**src/rtl/processador_pkg.sv**
```systemverilog
// Shared constants for the program loader: state encoding, default
// instruction-memory capacity and the length-header size.
package processador_pkg;

    localparam int MAX_WORDS_DEFAULT = 64;
    localparam int HDR_BYTES         = 2;

    localparam logic [2:0] ST_IDLE   = 3'd0;
    localparam logic [2:0] ST_LEN_LO = 3'd1;
    localparam logic [2:0] ST_LEN_HI = 3'd2;
    localparam logic [2:0] ST_DATA   = 3'd3;
    localparam logic [2:0] ST_WRITE  = 3'd4;
    localparam logic [2:0] ST_CHECK  = 3'd5;
    localparam logic [2:0] ST_DONE   = 3'd6;
    localparam logic [2:0] ST_ERROR  = 3'd7;

endpackage

```
**src/rtl/byte_assembler.sv**
```systemverilog
// Collects four bytes, least-significant first, into a 32-bit word.
// o_word is the completed word in the same cycle the 4th byte is offered,
// so the caller can register it on the accepting edge.
module byte_assembler (
    input  logic        clock,
    input  logic        reset,
    input  logic        i_clear,
    input  logic        i_valid,
    input  logic [7:0]  i_byte,
    output logic [31:0] o_word,
    output logic        o_word_complete
);

    logic [23:0] r_shift;
    logic [1:0]  r_cnt;

    assign o_word          = {i_byte, r_shift};
    assign o_word_complete = i_valid && (r_cnt == 2'd3);

    // Shift accepted bytes in from the top; count bytes within the word.
    always_ff @(posedge clock or posedge reset) begin
        if (reset) begin
            r_shift <= '0;
            r_cnt   <= '0;
        end else if (i_clear) begin
            r_shift <= '0;
            r_cnt   <= '0;
        end else if (i_valid) begin
            r_shift <= {i_byte, r_shift[23:8]};
            r_cnt   <= r_cnt + 2'd1;
        end
    end

endmodule

```
**src/rtl/program_loader.sv**
```systemverilog
// Program loader: receives a length-prefixed byte stream and writes it
// word by word into instruction memory while holding the core in reset.
// Optional trailing XOR checksum byte: define PROGRAM_LOADER_CHECKSUM_EN.
//
// state  | meaning
// IDLE   | waiting for start, core held in reset
// LEN_LO | receiving word count, low byte
// LEN_HI | receiving word count, high byte; range check
// DATA   | receiving payload bytes
// WRITE  | one-cycle instruction-memory write of the assembled word
// CHECK  | receiving checksum byte (checksum build only)
// DONE   | load complete, core released
// ERROR  | load aborted, core held in reset
module program_loader
    import processador_pkg::*;
#(
    parameter int MAX_WORDS = MAX_WORDS_DEFAULT
) (
    input  logic        clock,
    input  logic        reset,
    input  logic        start,
    input  logic        rx_valid,
    input  logic [7:0]  rx_data,
    output logic        rx_ready,
    output logic        imem_we,
    output logic [31:0] imem_addr,
    output logic [31:0] imem_wdata,
    output logic        core_reset,
    output logic        done,
    output logic        error
);

    localparam int LenBits = 8 * HDR_BYTES;

`ifdef PROGRAM_LOADER_CHECKSUM_EN
    localparam logic [2:0] ST_LAST = ST_CHECK;
    logic [7:0] r_checksum;
`else
    localparam logic [2:0] ST_LAST = ST_DONE;
`endif

    logic [2:0]         r_state;
    logic [LenBits-1:0] r_len;
    logic [LenBits-1:0] r_word_cnt;
    logic [31:0]        r_imem_addr;
    logic [31:0]        r_imem_wdata;

    logic               w_accept;
    logic               w_clear;
    logic               w_word_complete;
    logic [31:0]        w_word;
    logic [LenBits-1:0] w_len_full;

    assign rx_ready   = (r_state == ST_LEN_LO) || (r_state == ST_LEN_HI) ||
                        (r_state == ST_DATA)   || (r_state == ST_CHECK);
    assign w_accept   = rx_valid && rx_ready;
    assign w_clear    = start && ((r_state == ST_IDLE) || (r_state == ST_DONE) ||
                                  (r_state == ST_ERROR));
    assign w_len_full = {rx_data, r_len[7:0]};

    assign imem_we    = (r_state == ST_WRITE);
    assign imem_addr  = r_imem_addr;
    assign imem_wdata = r_imem_wdata;
    assign done       = (r_state == ST_DONE);
    assign error      = (r_state == ST_ERROR);
    assign core_reset = (r_state != ST_DONE);

    byte_assembler u_asm (
        .clock           (clock),
        .reset           (reset),
        .i_clear         (w_clear),
        .i_valid         (w_accept && (r_state == ST_DATA)),
        .i_byte          (rx_data),
        .o_word          (w_word),
        .o_word_complete (w_word_complete)
    );

    // Load sequencing: header, payload words, optional checksum.
    always_ff @(posedge clock or posedge reset) begin
        if (reset) begin
            r_state      <= ST_IDLE;
            r_len        <= '0;
            r_word_cnt   <= '0;
            r_imem_addr  <= '0;
            r_imem_wdata <= '0;
`ifdef PROGRAM_LOADER_CHECKSUM_EN
            r_checksum   <= '0;
`endif
        end else begin
            case (r_state)
                ST_IDLE, ST_DONE, ST_ERROR: begin
                    if (start) begin
                        r_state    <= ST_LEN_LO;
                        r_len      <= '0;
                        r_word_cnt <= '0;
`ifdef PROGRAM_LOADER_CHECKSUM_EN
                        r_checksum <= '0;
`endif
                    end
                end
                ST_LEN_LO: begin
                    if (w_accept) begin
                        r_len[7:0] <= rx_data;
                        r_state    <= ST_LEN_HI;
                    end
                end
                ST_LEN_HI: begin
                    if (w_accept) begin
                        r_len <= w_len_full;
                        if (w_len_full > LenBits'(MAX_WORDS))
                            r_state <= ST_ERROR;
                        else if (w_len_full == '0)
                            r_state <= ST_LAST;
                        else
                            r_state <= ST_DATA;
                    end
                end
                ST_DATA: begin
                    if (w_accept) begin
`ifdef PROGRAM_LOADER_CHECKSUM_EN
                        r_checksum <= r_checksum ^ rx_data;
`endif
                        if (w_word_complete) begin
                            r_imem_addr  <= 32'({r_word_cnt, 2'b00});
                            r_imem_wdata <= w_word;
                            r_state      <= ST_WRITE;
                        end
                    end
                end
                ST_WRITE: begin
                    r_word_cnt <= r_word_cnt + 1'b1;
                    if (r_word_cnt == r_len - 1'b1)
                        r_state <= ST_LAST;
                    else
                        r_state <= ST_DATA;
                end
`ifdef PROGRAM_LOADER_CHECKSUM_EN
                ST_CHECK: begin
                    if (w_accept)
                        r_state <= (rx_data == r_checksum) ? ST_DONE : ST_ERROR;
                end
`endif
                default: r_state <= ST_IDLE;
            endcase
        end
    end

endmodule

```
**config.mk**
```make
export PLATFORM = sky130hd
export DESIGN_NAME = program_loader
export DESIGN_NICKNAME = d
export VERILOG_FILES = /design/src/rtl/processador_pkg.sv /design/src/rtl/byte_assembler.sv /design/src/rtl/program_loader.sv
export SDC_FILE = /design/constraint.sdc
export NUM_CORES = 1
export LEC_CHECK = 0
export ABC_CLOCK_PERIOD_IN_PS = 4000
export CORE_ASPECT_RATIO = 0.6
export CORE_MARGIN = 4
export CORE_UTILIZATION = 56
export CTS_CLUSTER_DIAMETER = 200
export DETAILED_ROUTE_END_ITERATION = 10
export PLACE_DENSITY = 0.87
export SYNTH_ARGS = -nofsm -noshare
export SYNTH_HDL_FRONTEND = slang
export SYNTH_HIERARCHICAL = 1
export SYNTH_SLANG_ARGS = --single-unit
```
**constraint.sdc**
```tcl
create_clock -name clock -period 4 [get_ports clock]
set_input_delay 0.8 -clock clock [delete_from_list [all_inputs] [get_ports clock]]
set_output_delay 0.8 -clock clock [all_outputs]
set_load 0.02 [all_outputs]
```
==> metrics.json, run 1 <==
{
  "worst_setup_path": {
    "critical_path.max_fanout": 13,
    "cp.arrival_ns": 2.16,
    "critical-path-slowest-cell": "sky130_fd_sc_hd__clkdlybuf4s50_1",
    "regToRegSetupSlack_ns": 1.36,
    "timing.critical_path.from_type": "flop",
    "critPathRequiredTime_ns": 3.20,
    "crit_path_max_incr_delay_ns": 0.65,
    "critical_path_sink_type": "output port",
    "ordered_list_of_cells_on_the_worst_path": "nor2_1 -> nand2_1 -> inv_1 -> clkdlybuf4s50_1",
    "crit_type": "flop to output port"
  },
  "clock_network": {
    "cts.htree.levels": 3,
    "cts_root_buf": "sky130_fd_sc_hd__clkbuf_16",
    "tritoncts": "built",
    "cts.repair_timing.setup_buffer_count": 0,
    "worst_case_clock_buffer_depth": 2,
    "numClockSinks": 109,
    "cts_hold_repair.buffers": 0,
    "worst_setup_hold_path_clk_slew_ns": 0.06,
    "ctsResizeCount": 0,
    "clkLatencyLatePin_ns": 0.35,
    "cts_made_buffers": 9
  },
  "synthesis": {
    "synthCells": 528,
    "synth.top_cell.area_share_pct": 50.1,
    "synth-adder-area-share_pct": 0.919,
    "synth_top_cell_by_area": "sky130_fd_sc_hd__dfrtp_1",
    "dominant_combinational_cell_family_by_area_after_synthesis": "simple AND/OR/NAND/NOR gates",
    "synth_seq_cells": 109,
    "yosys_warnings": 6,
    "post_synth_xor_area_fraction_pct": 3.86,
    "synth-edff-count": 0,
    "post_synth_instance_area_mm2": 0.00545,
    "synth_sequential_area_ratio_pct": 50.1,
    "synth_area_per_cell_um2": 10.3,
    "synth_compound_gate_area_share_pct": 7.79,
    "ys_dominant_reg_cell": "sky130_fd_sc_hd__dfrtp_1",
    "synthSimpleGateAreaFrac_pct": 15.3,
    "synth_mux_area_share_pct": 15.1,
    "async_flop_share_pct": 100,
    "synth.lib_cells_used.distinct": 57,
    "most_area_consuming_cells_after_synthesis": "sky130_fd_sc_hd__dfrtp_1 (50%), sky130_fd_sc_hd__mux2_2 (9.9%), sky130_fd_sc_hd__mux2i_1 (5.1%)"
  },
  "pwr": {
    "maximum_vdd_drop_mv": 0.484,
    "seq_power_share_pct": 36.1,
    "power.static_leakage_nw": 2.87,
    "power_frac_clock_pct": 17.3,
    "switching_power_summed_over_all_nets_w": 0.00198,
    "cell_internal_pwr_w": 0.00293,
    "powerDensity_mw_per_mm2": 777,
    "power.share.combinational_pct": 46.6,
    "power.share.switching_pct": 40.3
  },
  "routing": {
    "totalWireLength_um": 12300,
    "routed_wire_length_per_instance_um": 17.4,
    "drt_drc_violations_left": 0,
    "routed-via-count": 4049,
    "drt_pre_antenna_iters": 5,
    "final_antenna_net_count": 0,
    "avgViaCountPerCell": 5.71,
    "drt-initial-drc-count": 424
  },
  "placement": {
    "dpl.hpwl_um": 9050,
    "placed_cells": 694,
    "place.gp.congestion": 0.914,
    "port_buffers": 64,
    "placement.cell_area_mm2": 0.00604,
    "place_worst_setup_slack_ns": 1.05
  },
  "timing": {
    "clock-skew-final_ns": 0.00489,
    "grt_setup_unrepaired": "false",
    "minimum_clock_period_ns": 2.96,
    "totalNegativeSetupSlack_ns": 0,
    "pin_slew_with_the_least_headroom_to_its_limit_ns": 1.13,
    "maxClockFrequency_mhz": 338,
    "timing.max_slew.rel_slack_pct": 24.5,
    "layout_worst_path_cycle_share_pct": 73.9,
    "timing.hold.ws_ns": 0.504,
    "finalSetupViolations": 0,
    "final_critical_path_setup_slack_ns": 1.04,
    "timing_hold_violations_final": 0,
    "number_of_max_slew_violations_in_the_final_report": 0
  },
  "floorplanning": {
    "fp.coreArea_mm2": 0.00932,
    "die_h_um": 84.4,
    "chipWidth_um": 135,
    "floorplan.initialDensity_pct": 58.4,
    "top_level_ports": 81,
    "row_count": 27,
    "total_die_area_mm2": 0.0114
  },
  "global_route": {
    "first_pass_grt_wire_length_um": 20200,
    "global_route.peak_usage_layer": "met2",
    "grt_use_met1_pct": 32.6,
    "antenna_violations_before_repair": 0,
    "grt_use_met2_pct": 32.8,
    "grt_start_max_net_pins": 35,
    "global_route.usage.total_pct": 22.4,
    "grtUsageMet3_pct": 7.25,
    "first_global_vias": 3965,
    "globalRoute.totalOverflow": 0
  },
  "cells_and_area": {
    "diodes": 0,
    "finish.net_count": 591,
    "post-route-cell-area_mm2": 0.00632,
    "area_growth_syn_to_layout_pct": 16.0,
    "finish.cell_count_without_fillers": 709,
    "final_layout_size_suffix_gt1_share_pct": 13.8
  },
  "worst_hold_path": {
    "worstHoldPathType": "flop to flop"
  },
  "run": {
    "max_cap_viol_count": 0
  },
  "run_status": {
    "outcome": "finished clean"
  }
}
==> cells by family after synthesis <==
logic type      after synthesis
fa+ha+maj                     4
compound gates               72
buf+inv                      62
simple gates                180
mux                          76
other cells                   1
xor+xnor                     24
flops                       109
==> synth_stat cells, types with 2 or more instances <==
cell type and instances:
sky130_fd_sc_hd__dfrtp_1 109, sky130_fd_sc_hd__nand2_1 72, sky130_fd_sc_hd__nor2_1 55, sky130_fd_sc_hd__mux2_2 48, sky130_fd_sc_hd__o21ai_0 38, sky130_fd_sc_hd__mux2i_1 28
sky130_fd_sc_hd__buf_4 24, sky130_fd_sc_hd__clkbuf_1 16, sky130_fd_sc_hd__xnor2_1 14, sky130_fd_sc_hd__a21oi_1 13, sky130_fd_sc_hd__inv_1 13, sky130_fd_sc_hd__xor2_1 10
sky130_fd_sc_hd__nand3_1 9, sky130_fd_sc_hd__nor3_1 7, sky130_fd_sc_hd__nand4_1 5, sky130_fd_sc_hd__and3_1 4, sky130_fd_sc_hd__buf_2 4, sky130_fd_sc_hd__ha_1 4
sky130_fd_sc_hd__or3_1 4, sky130_fd_sc_hd__nor2b_1 3, sky130_fd_sc_hd__or4_1 3, sky130_fd_sc_hd__a31oi_1 2, sky130_fd_sc_hd__buf_12 2, sky130_fd_sc_hd__buf_6 2
sky130_fd_sc_hd__nand3b_1 2, sky130_fd_sc_hd__nand4b_1 2, sky130_fd_sc_hd__nor2_2 2, sky130_fd_sc_hd__nor4_1 2, sky130_fd_sc_hd__o211ai_1 2, sky130_fd_sc_hd__or2_2 2
==> per-stage QoR <==
| step | total power, W | util [%] |
|---|---|---|
| global placement | 0.00389 | 64.8 |
| global route | 0.00521 | 67.8 |
| detailed placement | 0.00403 | 64.8 |
| floorplan | 0.00333 | - |
| CTS | 0.00489 | 67.8 |
| finish | 0.00491 | 67.8 |
==> power groups by stage <==
stage,Clock (W),Combinational (W),Sequential [W]
floorplan,0,0.00150,0.00183
global placement,0,0.00213,0.00176
detailed placement,0,0.00225,0.00178
CTS,0.000859,0.00227,0.00176
global route,0.000904,0.00250,0.00181
finish,0.000850,0.00229,0.00177
==> path summary, 6_finish.rpt <==
kind | start | end | depth (start not counted)
worst max-delay path | r_state[0] | imem_we | 4
worst min-delay path | imem_addr[10] | imem_addr[10] | 1
worst max register to register | r_len[0] | r_state[0] | 9
worst min register to register | imem_addr[10] | imem_addr[10] | 1
max in group asynchronous | reset | u_asm/r_shift[15] | 2
min in group asynchronous | reset | imem_wdata[5] | 2
==> area by class of cell <==
cell class / instances / area, um2
inverters: 13 / 50.0
flip-flops and latches: 109 / 2730
fillers: 713 / 3010
well taps: 130 / 163
repair buffers: 70 / 686
clock buffers: 14 / 274
multi-input cells: 372 / 2410
clock inverters: 1 / 5.00
==> cells in the final DEF (no fill, tap or decap), types with 4 or more instances in the layout <==
master / instances
sky130_fd_sc_hd__ha_1: 4
sky130_fd_sc_hd__or3_1: 4
sky130_fd_sc_hd__a21oi_1: 13
sky130_fd_sc_hd__conb_1: 16
sky130_fd_sc_hd__mux2_2: 48
sky130_fd_sc_hd__nand4_1: 5
sky130_fd_sc_hd__inv_1: 12
sky130_fd_sc_hd__nand2_1: 71
sky130_fd_sc_hd__xnor2_1: 14
sky130_fd_sc_hd__buf_4: 6
sky130_fd_sc_hd__and3_1: 4
sky130_fd_sc_hd__mux2i_1: 28
sky130_fd_sc_hd__dfrtp_1: 109
sky130_fd_sc_hd__xor2_1: 10
sky130_fd_sc_hd__clkbuf_16: 9
sky130_fd_sc_hd__nor2_1: 54
sky130_fd_sc_hd__o21ai_0: 38
sky130_fd_sc_hd__nand3_1: 9
sky130_fd_sc_hd__nor3_1: 7
sky130_fd_sc_hd__clkdlybuf4s50_1: 64
==> critical path: cells and delay by family, from the launching register on <==
family                 cells  cell delay, ns
and+or+nand+nor            2            0.39
buffers and inverters      2            0.90
DFF                        1            0.52
==> metal layers <==
layer | up-vias | part of all wire (%)
met5 | - | 0
met4 | 0 | 1.5
met3 | 24 | 9.2
met2 | 173 | 44
met1 | 1992 | 45
li1 | 1860 | -
==> sequential cells by signal (all words and copies together), names as in the netlist <==
name	count
u_asm/r_shift	24
r_len	16
u_asm/r_cnt	2
r_word_cnt	16
imem_addr	16
imem_wdata	32
r_state	3
Power figures use the tool's default switching activity.
==> inputs of run 2 (changes only) <==
--- a/config.mk
+++ b/config.mk
@@ -5,13 +5,13 @@
 export SDC_FILE = /design/constraint.sdc
 export NUM_CORES = 1
 export LEC_CHECK = 0
-export ABC_CLOCK_PERIOD_IN_PS = 4000
+export ABC_CLOCK_PERIOD_IN_PS = 2570
 export CORE_ASPECT_RATIO = 0.6
 export CORE_MARGIN = 4
-export CORE_UTILIZATION = 56
+export CORE_UTILIZATION = 49
 export CTS_CLUSTER_DIAMETER = 200
 export DETAILED_ROUTE_END_ITERATION = 10
-export PLACE_DENSITY = 0.87
+export PLACE_DENSITY = 0.81
 export SYNTH_ARGS = -nofsm -noshare
 export SYNTH_HDL_FRONTEND = slang
 export SYNTH_HIERARCHICAL = 1
==> constraint.sdc (replaced) <==
create_clock -name clock -period 2.57 [get_ports clock]
set_input_delay 0.514 -clock clock [delete_from_list [all_inputs] [get_ports clock]]
set_output_delay 0.514 -clock clock [all_outputs]
set_load 0.02 [all_outputs]
==> run 2 against run 1 <==
First-iteration DRC count fell by 8.5%. Global-route usage shrank 0.90 points. Worst hold slack improved by 0.0023 ns. Utilization is 7.0 points lower. Count of clock-buffer cells in the layout down 4. Cell area is 2.9% higher. Critical path depth did not move. Via count grew 2.0%. Non-clock buffer count grew 16. Die area increased by 13%. Combinational power is 64% higher. Register-to-register slack got worse by 1.2 ns. Critical endpoint is now done.
==> metrics.json, run 2 (synthesized netlist as in run 1, its figures left out) <==
{
  "run_status": {
    "outcome": {"value": "finished clean", "change": "unchanged"}
  },
  "clock_network": {
    "numClockSinks": {"value": 109, "change": "unchanged"},
    "cts.repair_timing.setup_buffer_count": {"value": 0, "change": "unchanged"},
    "cts_hold_repair.buffers": {"value": 0, "change": "unchanged"},
    "clkLatencyLatePin": {"value": 0.35, "unit": "ns", "change": "about the same"},
    "cts_made_buffers": {"value": 9, "change": "unchanged"},
    "cts.htree.levels": {"value": 3, "change": "unchanged"},
    "cts_root_buf": {"value": "sky130_fd_sc_hd__clkbuf_16", "change": "unchanged"},
    "tritoncts": {"value": "built", "change": "unchanged"},
    "worst_case_clock_buffer_depth": {"value": 2, "change": "unchanged"},
    "worst_setup_hold_path_clk_slew": {"value": 0.08, "unit": "ns", "change": "was 0.06 ns"}
  },
  "cells_and_area": {
    "largest_register_ff_count": {"value": 32, "change": "unchanged"},
    "final_layout_size_suffix_gt1_share": {"value": 17.3, "unit": "%", "change": "was 13.8%"},
    "mostFrequentLayoutCell": {"value": "sky130_fd_sc_hd__dfrtp_1", "change": "unchanged"},
    "area_growth_syn_to_layout": {"value": 19.4, "unit": "%", "change": "was 16.0%"},
    "finish.net_count": {"value": 607, "change": "was 591"},
    "diodes": {"value": 0, "change": "unchanged"},
    "post-route-cell-area": {"value": 0.00650, "unit": "mm2", "change": "was 0.00632 mm2"},
    "most_used_cells_in_the_layout_excluding_fill_and_tap_cells": {"value": "sky130_fd_sc_hd__dfrtp_1 (108), sky130_fd_sc_hd__nand2_1 (71), sky130_fd_sc_hd__clkdlybuf4s50_1 (63)", "change": "was sky130_fd_sc_hd__dfrtp_1 (109), sky130_fd_sc_hd__nand2_1 (71), sky130_fd_sc_hd__clkdlybuf4s50_1 (64)"}
  },
  "floorplanning": {
    "chipWidth": {"value": 144, "unit": "um", "change": "was 135 um"},
    "row_count": {"value": 29, "change": "was 27"},
    "die_h": {"value": 89.7, "unit": "um", "change": "was 84.4 um"},
    "floorplan.initialDensity": {"value": 50.9, "unit": "%", "change": "was 58.4%"},
    "fp.coreArea": {"value": 0.0107, "unit": "mm2", "change": "was 0.00932 mm2"},
    "top_level_ports": {"value": 81, "change": "unchanged"},
    "total_die_area": {"value": 0.0129, "unit": "mm2", "change": "was 0.0114 mm2"}
  },
  "worst_setup_path": {
    "critical_path.max_fanout": {"value": 11, "change": "was 13"},
    "timing.critical_path.from_type": {"value": "flop", "change": "unchanged"},
    "critPathRequiredTime": {"value": 2.06, "unit": "ns", "change": "was 3.20 ns"},
    "critical_path_sink_type": {"value": "output port", "change": "unchanged"},
    "rr_endpoint": {"value": "r_state[0]", "change": "unchanged"},
    "cp.arrival": {"value": 1.96, "unit": "ns", "change": "was 2.16 ns"},
    "reg2reg_depth": {"value": 7, "change": "was 9"},
    "critical_path.reg2reg.startpoint": {"value": "r_len[0]", "change": "unchanged"},
    "crit_type": {"value": "flop to output port", "change": "unchanged"},
    "regToRegSetupSlack": {"value": 0.17, "unit": "ns", "change": "was 1.36 ns"}
  },
  "timing": {
    "finalSetupViolations": {"value": 0, "change": "unchanged"},
    "layout_worst_path_cycle_share_pct": 96.3,
    "minimum_clock_period_ns": 2.48,
    "timing.max_slew.rel_slack": {"value": 60.3, "unit": "%", "change": "was 24.5%"},
    "timing.hold.ws": {"value": 0.506, "unit": "ns", "change": "was 0.504 ns"},
    "grt_setup_unrepaired": {"value": "false", "change": "unchanged"},
    "timing_hold_violations_final": {"value": 0, "change": "unchanged"},
    "totalNegativeSetupSlack": {"value": 0, "unit": "ns", "change": "unchanged"},
    "final_critical_path_setup_slack": {"value": 0.0943, "unit": "ns", "change": "was 1.04 ns"},
    "maxClockFrequency_mhz": 404,
    "number_of_max_slew_violations_in_the_final_report": {"value": 0, "change": "unchanged"},
    "pin_slew_with_the_least_headroom_to_its_limit": {"value": 0.593, "unit": "ns", "change": "was 1.13 ns"},
    "clock-skew-final": {"value": 0.00786, "unit": "ns", "change": "was 0.00489 ns"}
  },
  "global_route": {
    "grt_start_max_net_pins": {"value": 53, "change": "was 35"},
    "global_route.usage.total": {"value": 21.5, "unit": "%", "change": "was 22.4%"},
    "first_global_vias": {"value": 4227, "change": "was 3,965"},
    "antenna_violations_before_repair": {"value": 0, "change": "unchanged"},
    "globalRoute.totalOverflow": {"value": 0, "change": "unchanged"},
    "first_pass_grt_wire_length": {"value": 21500, "unit": "um", "change": "was 20,200 um"}
  },
  "pwr": {
    "powerDensity": {"value": 1210, "unit": "mW/mm2", "change": "was 777 mW/mm2"},
    "report.power.total": {"value": 0.00784, "unit": "W", "change": "was 0.00491 W"},
    "power_frac_clock": {"value": 17.2, "unit": "%", "change": "was 17.3%"},
    "power.share.switching": {"value": 40.2, "unit": "%", "change": "was 40.3%"},
    "switching_power_summed_over_all_nets": {"value": 0.00315, "unit": "W", "change": "was 0.00198 W"},
    "power.static_leakage": {"value": 2.96, "unit": "nW", "change": "was 2.87 nW"},
    "seq_power_share": {"value": 34.8, "unit": "%", "change": "was 36.1%"},
    "maximum_vdd_drop": {"value": 0.650, "unit": "mV", "change": "was 0.484 mV"},
    "cell_internal_pwr": {"value": 0.00468, "unit": "W", "change": "was 0.00293 W"},
    "power.share.combinational": {"value": 48.0, "unit": "%", "change": "was 46.6%"}
  },
  "worst_hold_path": {
    "worstHoldPathType": {"value": "flop to flop", "change": "unchanged"},
    "timing.hold.worst.start": {"value": "imem_wdata[6]", "change": "was imem_addr[10]"},
    "whs_path_depth": {"value": 1, "change": "unchanged"},
    "whs_endpoint": {"value": "imem_wdata[6]", "change": "was imem_addr[10]"}
  },
  "run": {
    "max_cap_viol_count": {"value": 0, "change": "unchanged"}
  },
  "placement": {
    "port_buffers": {"value": 64, "change": "unchanged"},
    "placement.cell_area": {"value": 0.00620, "unit": "mm2", "change": "was 0.00604 mm2"},
    "place_worst_setup_slack": {"value": 0.158, "unit": "ns", "change": "was 1.05 ns"},
    "dpl.hpwl": {"value": 9280, "unit": "um", "change": "was 9050 um"},
    "place.gp.congestion": {"value": 0.989, "change": "was 0.914"}
  },
  "routing": {
    "final_antenna_net_count": {"value": 0, "change": "unchanged"},
    "drt-initial-drc-count": {"value": 388, "change": "was 424"},
    "drt_pre_antenna_iters": {"value": 5, "change": "unchanged"},
    "totalWireLength": {"value": 12900, "unit": "um", "change": "was 12,300 um"},
    "routed-via-count": {"value": 4130, "change": "was 4,049"},
    "avgViaCountPerCell": {"value": 5.62, "change": "was 5.71"},
    "routed_wire_length_per_instance": {"value": 17.6, "unit": "um", "change": "was 17.4 um"},
    "drt_drc_violations_left": {"value": 0, "change": "unchanged"}
  }
}
[run 2: power by group through the flow]
| stage | clock network [W] | logic [W] | registers (W) |
|---|---|---|---|
| after CTS | 0.00138 | 0.00371 | 0.00271 |
| after global routing | 0.00147 | 0.00413 | 0.00279 |
| after global placement | 0 | 0.00351 | 0.00270 |
| after floorplan | 0 | 0.00234 | 0.00285 |
| after detailed placement | 0 | 0.00368 | 0.00274 |
| final | 0.00135 | 0.00376 | 0.00273 |
[run 2: critical path, stage by stage, from the launching register on]
cell and delay [ns]:
sky130_fd_sc_hd__dfrtp_1 0.55, sky130_fd_sc_hd__nand2_1 0.09, sky130_fd_sc_hd__or2_2 0.31, sky130_fd_sc_hd__inv_1 0.07, sky130_fd_sc_hd__clkdlybuf4s50_1 0.60
[run 2: worst max-delay path by stage]
| stage | startpoint | to | slack (ns) | cells after the start |
|---|---|---|---|---|
| final | r_state[1] | done | 0.09 | 4 |
| after global routing | r_state[1] | done | 0.04 | 4 |
| after CTS | r_state[2] | done | 0.04 | 4 |
| after detailed placement | r_len[0] | r_state[0] | 0.16 | 9 |
| after global placement | rx_data[4] | r_state[2] | 0.24 | 6 |
| after floorplan | r_state[1] | imem_addr[2] | 0.11 | 10 |
[run 2: what timing repair did]
action,CTS,global route
setup endpoints to repair,1,3
pin swaps,0,1
gates resized for setup,1,5
[run 2: final cells by class]
class | instances | area, um2
Tap cell | 139 | 174
Multi-Input combinational cell | 372 | 2430
Inverter | 13 | 52.6
Clock buffer | 10 | 239
Clock inverter | 6 | 51.3
Fill cell | 857 | 4200
Sequential cell | 109 | 2730
Timing Repair Buffer | 86 | 830
[run 2: through the flow]
stage / instances / util [%]
2_1_floorplan: 543 / -
3_3_place_gp: 719 / 57.9
3_5_place_dp: 719 / 57.9
4_1_cts: 735 / 60.6
5_1_grt: 735 / 60.7
6_report: 735 / 60.7
[run 2: layer usage]
metal / up-vias / track usage (%) / wire length (um)
met5: - / 0 / 0
met4: 0 / 4.02 / 95
met3: 14 / 6.83 / 940
met2: 170 / 34.3 / 6020
met1: 2044 / 29.5 / 5860
li1: 1902 / - / -
==> inputs of run 3 (changes only) <==
--- a/config.mk
+++ b/config.mk
@@ -5,13 +5,14 @@
 export SDC_FILE = /design/constraint.sdc
 export NUM_CORES = 1
 export LEC_CHECK = 0
+export ABC_AREA = 1
 export ABC_CLOCK_PERIOD_IN_PS = 2570
 export CORE_ASPECT_RATIO = 0.6
 export CORE_MARGIN = 4
-export CORE_UTILIZATION = 49
+export CORE_UTILIZATION = 50
 export CTS_CLUSTER_DIAMETER = 200
 export DETAILED_ROUTE_END_ITERATION = 10
-export PLACE_DENSITY = 0.81
+export PLACE_DENSITY = 0.82
 export SYNTH_ARGS = -nofsm -noshare
 export SYNTH_HDL_FRONTEND = slang
 export SYNTH_HIERARCHICAL = 1
==> run 3 against run 2 <==
Register-to-register slack improved by 0.13 ns. Sequential share of layout area shrank 0.73 points. Worst hold slack got worse by 0.035 ns. Maximum frequency grew 3.1%. Die area rose by 1.9%. Largest power group unchanged.
==> metrics.json, run 3 <==
{
  "run_status": {
    "outcome": {"value": "finished clean", "change": "unchanged"}
  },
  "pwr": {
    "power.share.combinational": {"value": 45.0, "unit": "%", "change": "was 48.0%"},
    "power.static_leakage": {"value": 3.30, "unit": "nW", "change": "was 2.96 nW"},
    "maximum_vdd_drop": {"value": 0.479, "unit": "mV", "change": "was 0.650 mV"},
    "power.share.switching": {"value": 45.3, "unit": "%", "change": "was 40.2%"},
    "power_frac_clock": {"value": 20.8, "unit": "%", "change": "was 17.2%"},
    "seq_power_share": {"value": 34.2, "unit": "%", "change": "was 34.8%"},
    "switching_power_summed_over_all_nets": {"value": 0.00289, "unit": "W", "change": "was 0.00315 W"},
    "powerDensity": {"value": 965, "unit": "mW/mm2", "change": "was 1210 mW/mm2"},
    "cell_internal_pwr": {"value": 0.00349, "unit": "W", "change": "was 0.00468 W"}
  },
  "worst_setup_path": {
    "timing.critical_path.from_type": {"value": "flop", "change": "unchanged"},
    "crit_type": {"value": "flop to output port", "change": "unchanged"},
    "cp.arrival": {"value": 1.89, "unit": "ns", "change": "was 1.96 ns"},
    "crit_path_max_incr_delay": {"value": 0.63, "unit": "ns", "change": "was 0.60 ns"},
    "critPathRequiredTime": {"value": 2.06, "unit": "ns", "change": "about the same"},
    "critical_path.max_fanout": {"value": 5, "change": "was 11"},
    "critical-path-slowest-cell": {"value": "sky130_fd_sc_hd__clkdlybuf4s50_1", "change": "unchanged"},
    "ordered_list_of_cells_on_the_worst_path": {"value": "nor2_1 -> inv_1 -> nor2_1 -> clkdlybuf4s50_1", "change": "was nand2_1 -> or2_2 -> inv_1 -> clkdlybuf4s50_1"},
    "crit_top_cell": "sky130_fd_sc_hd__nor2_1",
    "critical_path_sink_type": {"value": "output port", "change": "unchanged"}
  },
  "placement": {
    "port_buffers": {"value": 64, "change": "unchanged"},
    "placement.cell_area": {"value": 0.00633, "unit": "mm2", "change": "was 0.00620 mm2"},
    "place.gp.congestion": {"value": 0.981, "change": "was 0.989"},
    "dpl.hpwl": {"value": 10100, "unit": "um", "change": "was 9280 um"}
  },
  "clock_network": {
    "cts_made_buffers": {"value": 9, "change": "unchanged"},
    "cts.repair_timing.setup_buffer_count": {"value": 0, "change": "unchanged"},
    "cts.htree.levels": {"value": 3, "change": "unchanged"},
    "cts_hold_repair.buffers": {"value": 0, "change": "unchanged"},
    "ctsResizeCount": {"value": 0, "change": "was 1"},
    "worst_setup_hold_path_clk_slew": {"value": 0.07, "unit": "ns", "change": "was 0.08 ns"},
    "worst_case_clock_buffer_depth": {"value": 2, "change": "unchanged"},
    "cts_root_buf": {"value": "sky130_fd_sc_hd__clkbuf_16", "change": "unchanged"},
    "tritoncts": {"value": "built", "change": "unchanged"},
    "numClockSinks": {"value": 109, "change": "unchanged"},
    "clkLatencyLatePin": {"value": 0.35, "unit": "ns", "change": "about the same"}
  },
  "synthesis": {
    "post_synth_instance_area": {"value": 0.00567, "unit": "mm2", "change": "was 0.00545 mm2"},
    "synth.lib_cells_used.distinct": {"value": 35, "change": "was 57"},
    "synth_top_cell_by_area": {"value": "sky130_fd_sc_hd__dfrtp_1", "change": "unchanged"},
    "synth-edff-count": {"value": 0, "change": "unchanged"},
    "synth.top_cell.area_share": {"value": 48.1, "unit": "%", "change": "was 50.1%"},
    "async_flop_share": {"value": 100, "unit": "%", "change": "unchanged"},
    "yosys_warnings": {"value": 6, "change": "unchanged"},
    "yosys.cell_count.top_type": {"value": "sky130_fd_sc_hd__nand2_1", "change": "was sky130_fd_sc_hd__dfrtp_1"},
    "most_area_consuming_cells_after_synthesis": {"value": "sky130_fd_sc_hd__dfrtp_1 (48%), sky130_fd_sc_hd__nand2_1 (12%), sky130_fd_sc_hd__mux2_2 (5.8%)", "change": "was sky130_fd_sc_hd__dfrtp_1 (50%), sky130_fd_sc_hd__mux2_2 (9.9%), sky130_fd_sc_hd__mux2i_1 (5.1%)"},
    "yosys-top-cells-count": {"value": "sky130_fd_sc_hd__nand2_1 (176), sky130_fd_sc_hd__dfrtp_1 (109), sky130_fd_sc_hd__inv_1 (61)", "change": "was sky130_fd_sc_hd__dfrtp_1 (109), sky130_fd_sc_hd__nand2_1 (72), sky130_fd_sc_hd__nor2_1 (55)"},
    "synthCells": {"value": 654, "change": "was 528"},
    "synth_seq_cells": {"value": 109, "change": "unchanged"},
    "synth_area_per_cell": {"value": 8.67, "unit": "um2", "change": "was 10.3 um2"},
    "synth_sequential_area_ratio": {"value": 48.1, "unit": "%", "change": "was 50.1%"},
    "ys_dominant_reg_cell": {"value": "sky130_fd_sc_hd__dfrtp_1", "change": "unchanged"}
  },
  "run": {
    "max_cap_viol_count": {"value": 0, "change": "unchanged"}
  },
  "timing": {
    "timing.max_slew.rel_slack": {"value": 56.5, "unit": "%", "change": "was 60.3%"},
    "finalSetupViolations": {"value": 0, "change": "unchanged"},
    "grt_setup_unrepaired": {"value": "false", "change": "unchanged"},
    "pin_slew_with_the_least_headroom_to_its_limit": {"value": 0.650, "unit": "ns", "change": "was 0.593 ns"},
    "minimum_clock_period": {"value": 2.40, "unit": "ns", "change": "was 2.48 ns"},
    "number_of_max_slew_violations_in_the_final_report": {"value": 0, "change": "unchanged"},
    "maxClockFrequency": {"value": 417, "unit": "MHz", "change": "was 404 MHz"},
    "timing_hold_violations_final": {"value": 0, "change": "unchanged"},
    "clock-skew-final": {"value": 0.00831, "unit": "ns", "change": "was 0.00786 ns"},
    "totalNegativeSetupSlack": {"value": 0, "unit": "ns", "change": "unchanged"},
    "layout_worst_path_cycle_share": {"value": 93.4, "unit": "%", "change": "was 96.3%"}
  },
  "routing": {
    "routed_wire_length_per_instance": {"value": 16.0, "unit": "um", "change": "was 17.6 um"},
    "routed-via-count": {"value": 4686, "change": "was 4,130"},
    "avgViaCountPerCell": {"value": 5.46, "change": "was 5.62"},
    "drt_drc_violations_left": {"value": 0, "change": "unchanged"},
    "totalWireLength": {"value": 13700, "unit": "um", "change": "was 12,900 um"},
    "drt-initial-drc-count": {"value": 480, "change": "was 388"},
    "final_antenna_net_count": {"value": 0, "change": "unchanged"},
    "drt_pre_antenna_iters": {"value": 5, "change": "unchanged"}
  },
  "cells_and_area": {
    "area_of_combinational_cells_with_multiple_inputs": {"value": 0.00244, "unit": "mm2", "change": "was 0.00243 mm2"},
    "diodes": {"value": 0, "change": "unchanged"},
    "post-route-cell-area": {"value": 0.00662, "unit": "mm2", "change": "was 0.00650 mm2"},
    "final_layout_size_suffix_gt1_share": {"value": 13.8, "unit": "%", "change": "was 17.3%"},
    "fillerInstances": {"value": 903, "change": "was 857"},
    "area_growth_syn_to_layout": {"value": 16.6, "unit": "%", "change": "was 19.4%"},
    "largest_register_ff_count": {"value": 32, "change": "unchanged"},
    "finish.net_count": {"value": 731, "change": "was 607"},
    "area.sequential": {"value": 0.00273, "unit": "mm2", "change": "about the same"},
    "most_used_cells_in_the_layout_excluding_fill_and_tap_cells": {"value": "sky130_fd_sc_hd__nand2_1 (176), sky130_fd_sc_hd__dfrtp_1 (109), sky130_fd_sc_hd__clkdlybuf4s50_1 (64)", "change": "was sky130_fd_sc_hd__dfrtp_1 (108), sky130_fd_sc_hd__nand2_1 (71), sky130_fd_sc_hd__clkdlybuf4s50_1 (63)"},
    "mostFrequentLayoutCell": {"value": "sky130_fd_sc_hd__nand2_1", "change": "was sky130_fd_sc_hd__dfrtp_1"}
  },
  "floorplanning": {
    "top_level_ports": {"value": 81, "change": "unchanged"},
    "fp.coreArea": {"value": 0.0108, "unit": "mm2", "change": "was 0.0107 mm2"},
    "floorplan.initialDensity": {"value": 52.5, "unit": "%", "change": "was 50.9%"},
    "total_die_area": {"value": 0.0132, "unit": "mm2", "change": "was 0.0129 mm2"},
    "row_count": {"value": 29, "change": "unchanged"},
    "die_h": {"value": 90.5, "unit": "um", "change": "was 89.7 um"},
    "chipWidth": {"value": 145, "unit": "um", "change": "was 144 um"}
  },
  "global_route": {
    "global_route.usage.total": {"value": 21.6, "unit": "%", "change": "was 21.5%"},
    "grt_start_max_net_pins": {"value": 84, "change": "was 53"},
    "first_global_vias": {"value": 4620, "change": "was 4,227"},
    "first_pass_grt_wire_length": {"value": 23100, "unit": "um", "change": "was 21,500 um"},
    "antenna_violations_before_repair": {"value": 0, "change": "unchanged"},
    "globalRoute.totalOverflow": {"value": 0, "change": "unchanged"}
  },
  "worst_hold_path": {
    "worstHoldPathType": {"value": "flop to flop", "change": "unchanged"}
  }
}
-- run 3: cell count changes in the layout (fill, tap and decap cells not counted), moves of 10 or more --
cell | before | now
sky130_fd_sc_hd__inv_1 | 12 | 60
sky130_fd_sc_hd__nand3_1 | 9 | 50
sky130_fd_sc_hd__nand2_1 | 71 | 176
sky130_fd_sc_hd__xnor2_1 | 14 | 4
sky130_fd_sc_hd__nand3_2 | 0 | 20
sky130_fd_sc_hd__mux2_2 | 48 | 29
sky130_fd_sc_hd__xor2_1 | 10 | 0
sky130_fd_sc_hd__mux2i_1 | 28 | 0
-- run 3: layout make-up --
cell class,count,area share [%]
Clock buffer,12,3.73
Clock inverter,4,0.473
Inverter,63,3.67
Multi-Input combinational cell,455,36.9
Sequential cell,109,41.2
Tap cell,139,2.63
Timing Repair Buffer,77,11.3
-- run 3: worst paths after layout --
path / end / slack (ns) / from / depth (start not counted)
min: u_asm/r_shift[5] / 0.47 / u_asm/r_shift[5] / 2
max in group asynchronous: imem_wdata[27] / 1.54 / reset / 3
min reg2reg: u_asm/r_shift[5] / 0.47 / u_asm/r_shift[5] / 2
max: imem_we / 0.17 / r_state[0] / 4
min in group asynchronous: u_asm/r_cnt[0] / 0.63 / reset / 3
max reg2reg: r_state[0] / 0.30 / r_state[0] / 12
-- run 3: power groups by stage --
stage / clock (W) / sequential [W] / combinational, W
finish: 0.00133 / 0.00218 / 0.00288
global route: 0.00142 / 0.00221 / 0.00324
CTS: 0.00135 / 0.00217 / 0.00280
detailed placement: 0 / 0.00220 / 0.00275
global placement: 0 / 0.00219 / 0.00264
floorplan: 0 / 0.00214 / 0.00218
-- run 3: through the flow --
step	utilization [%]	setup WS [ns]	std cells	power (W)	hold slack, ns
after CTS	61.1	0.155	859	0.00632	0.478
after floorplan	-	0.502	669	0.00432	0.438
after global routing	61.2	0.0472	859	0.00687	0.513
after detailed placement	58.6	0.215	843	0.00496	0.462
after global placement	58.6	0.257	843	0.00482	0.459
final	61.2	0.169	859	0.00639	0.471
-- run 3: critical path, delay by kind of cell (launching register included) --
| family | cells | cell delay (ns) |
|---|---|---|
| buffers and inverters | 2 | 0.71 |
| DFF | 1 | 0.46 |
| and+or+nand+nor | 2 | 0.37 |
-- run 3: metal layers --
metal / part of all wire [%] / routed length (um) / track usage [%] / vias up
li1: - / - / - / 2192
met1: 45 / 6130 / 30.8 / 2228
met2: 44 / 5990 / 31.3 / 234
met3: 10 / 1410 / 7.52 / 32
met4: 1.5 / 208 / 5.92 / 0
met5: 0 / 0 / 0 / -
-- run 3: cells by family after synthesis --
logic type | share of synthesized area (%)
flip-flops | 48.1
adder cells (fa/ha/maj) | 0.882
AO/OA/AOI/OAI | 5.43
buffers and inverters | 10.0
multiplexers | 6.35
other | 0.0661
AND/OR/NAND/NOR | 28.5
XOR/XNOR | 0.618
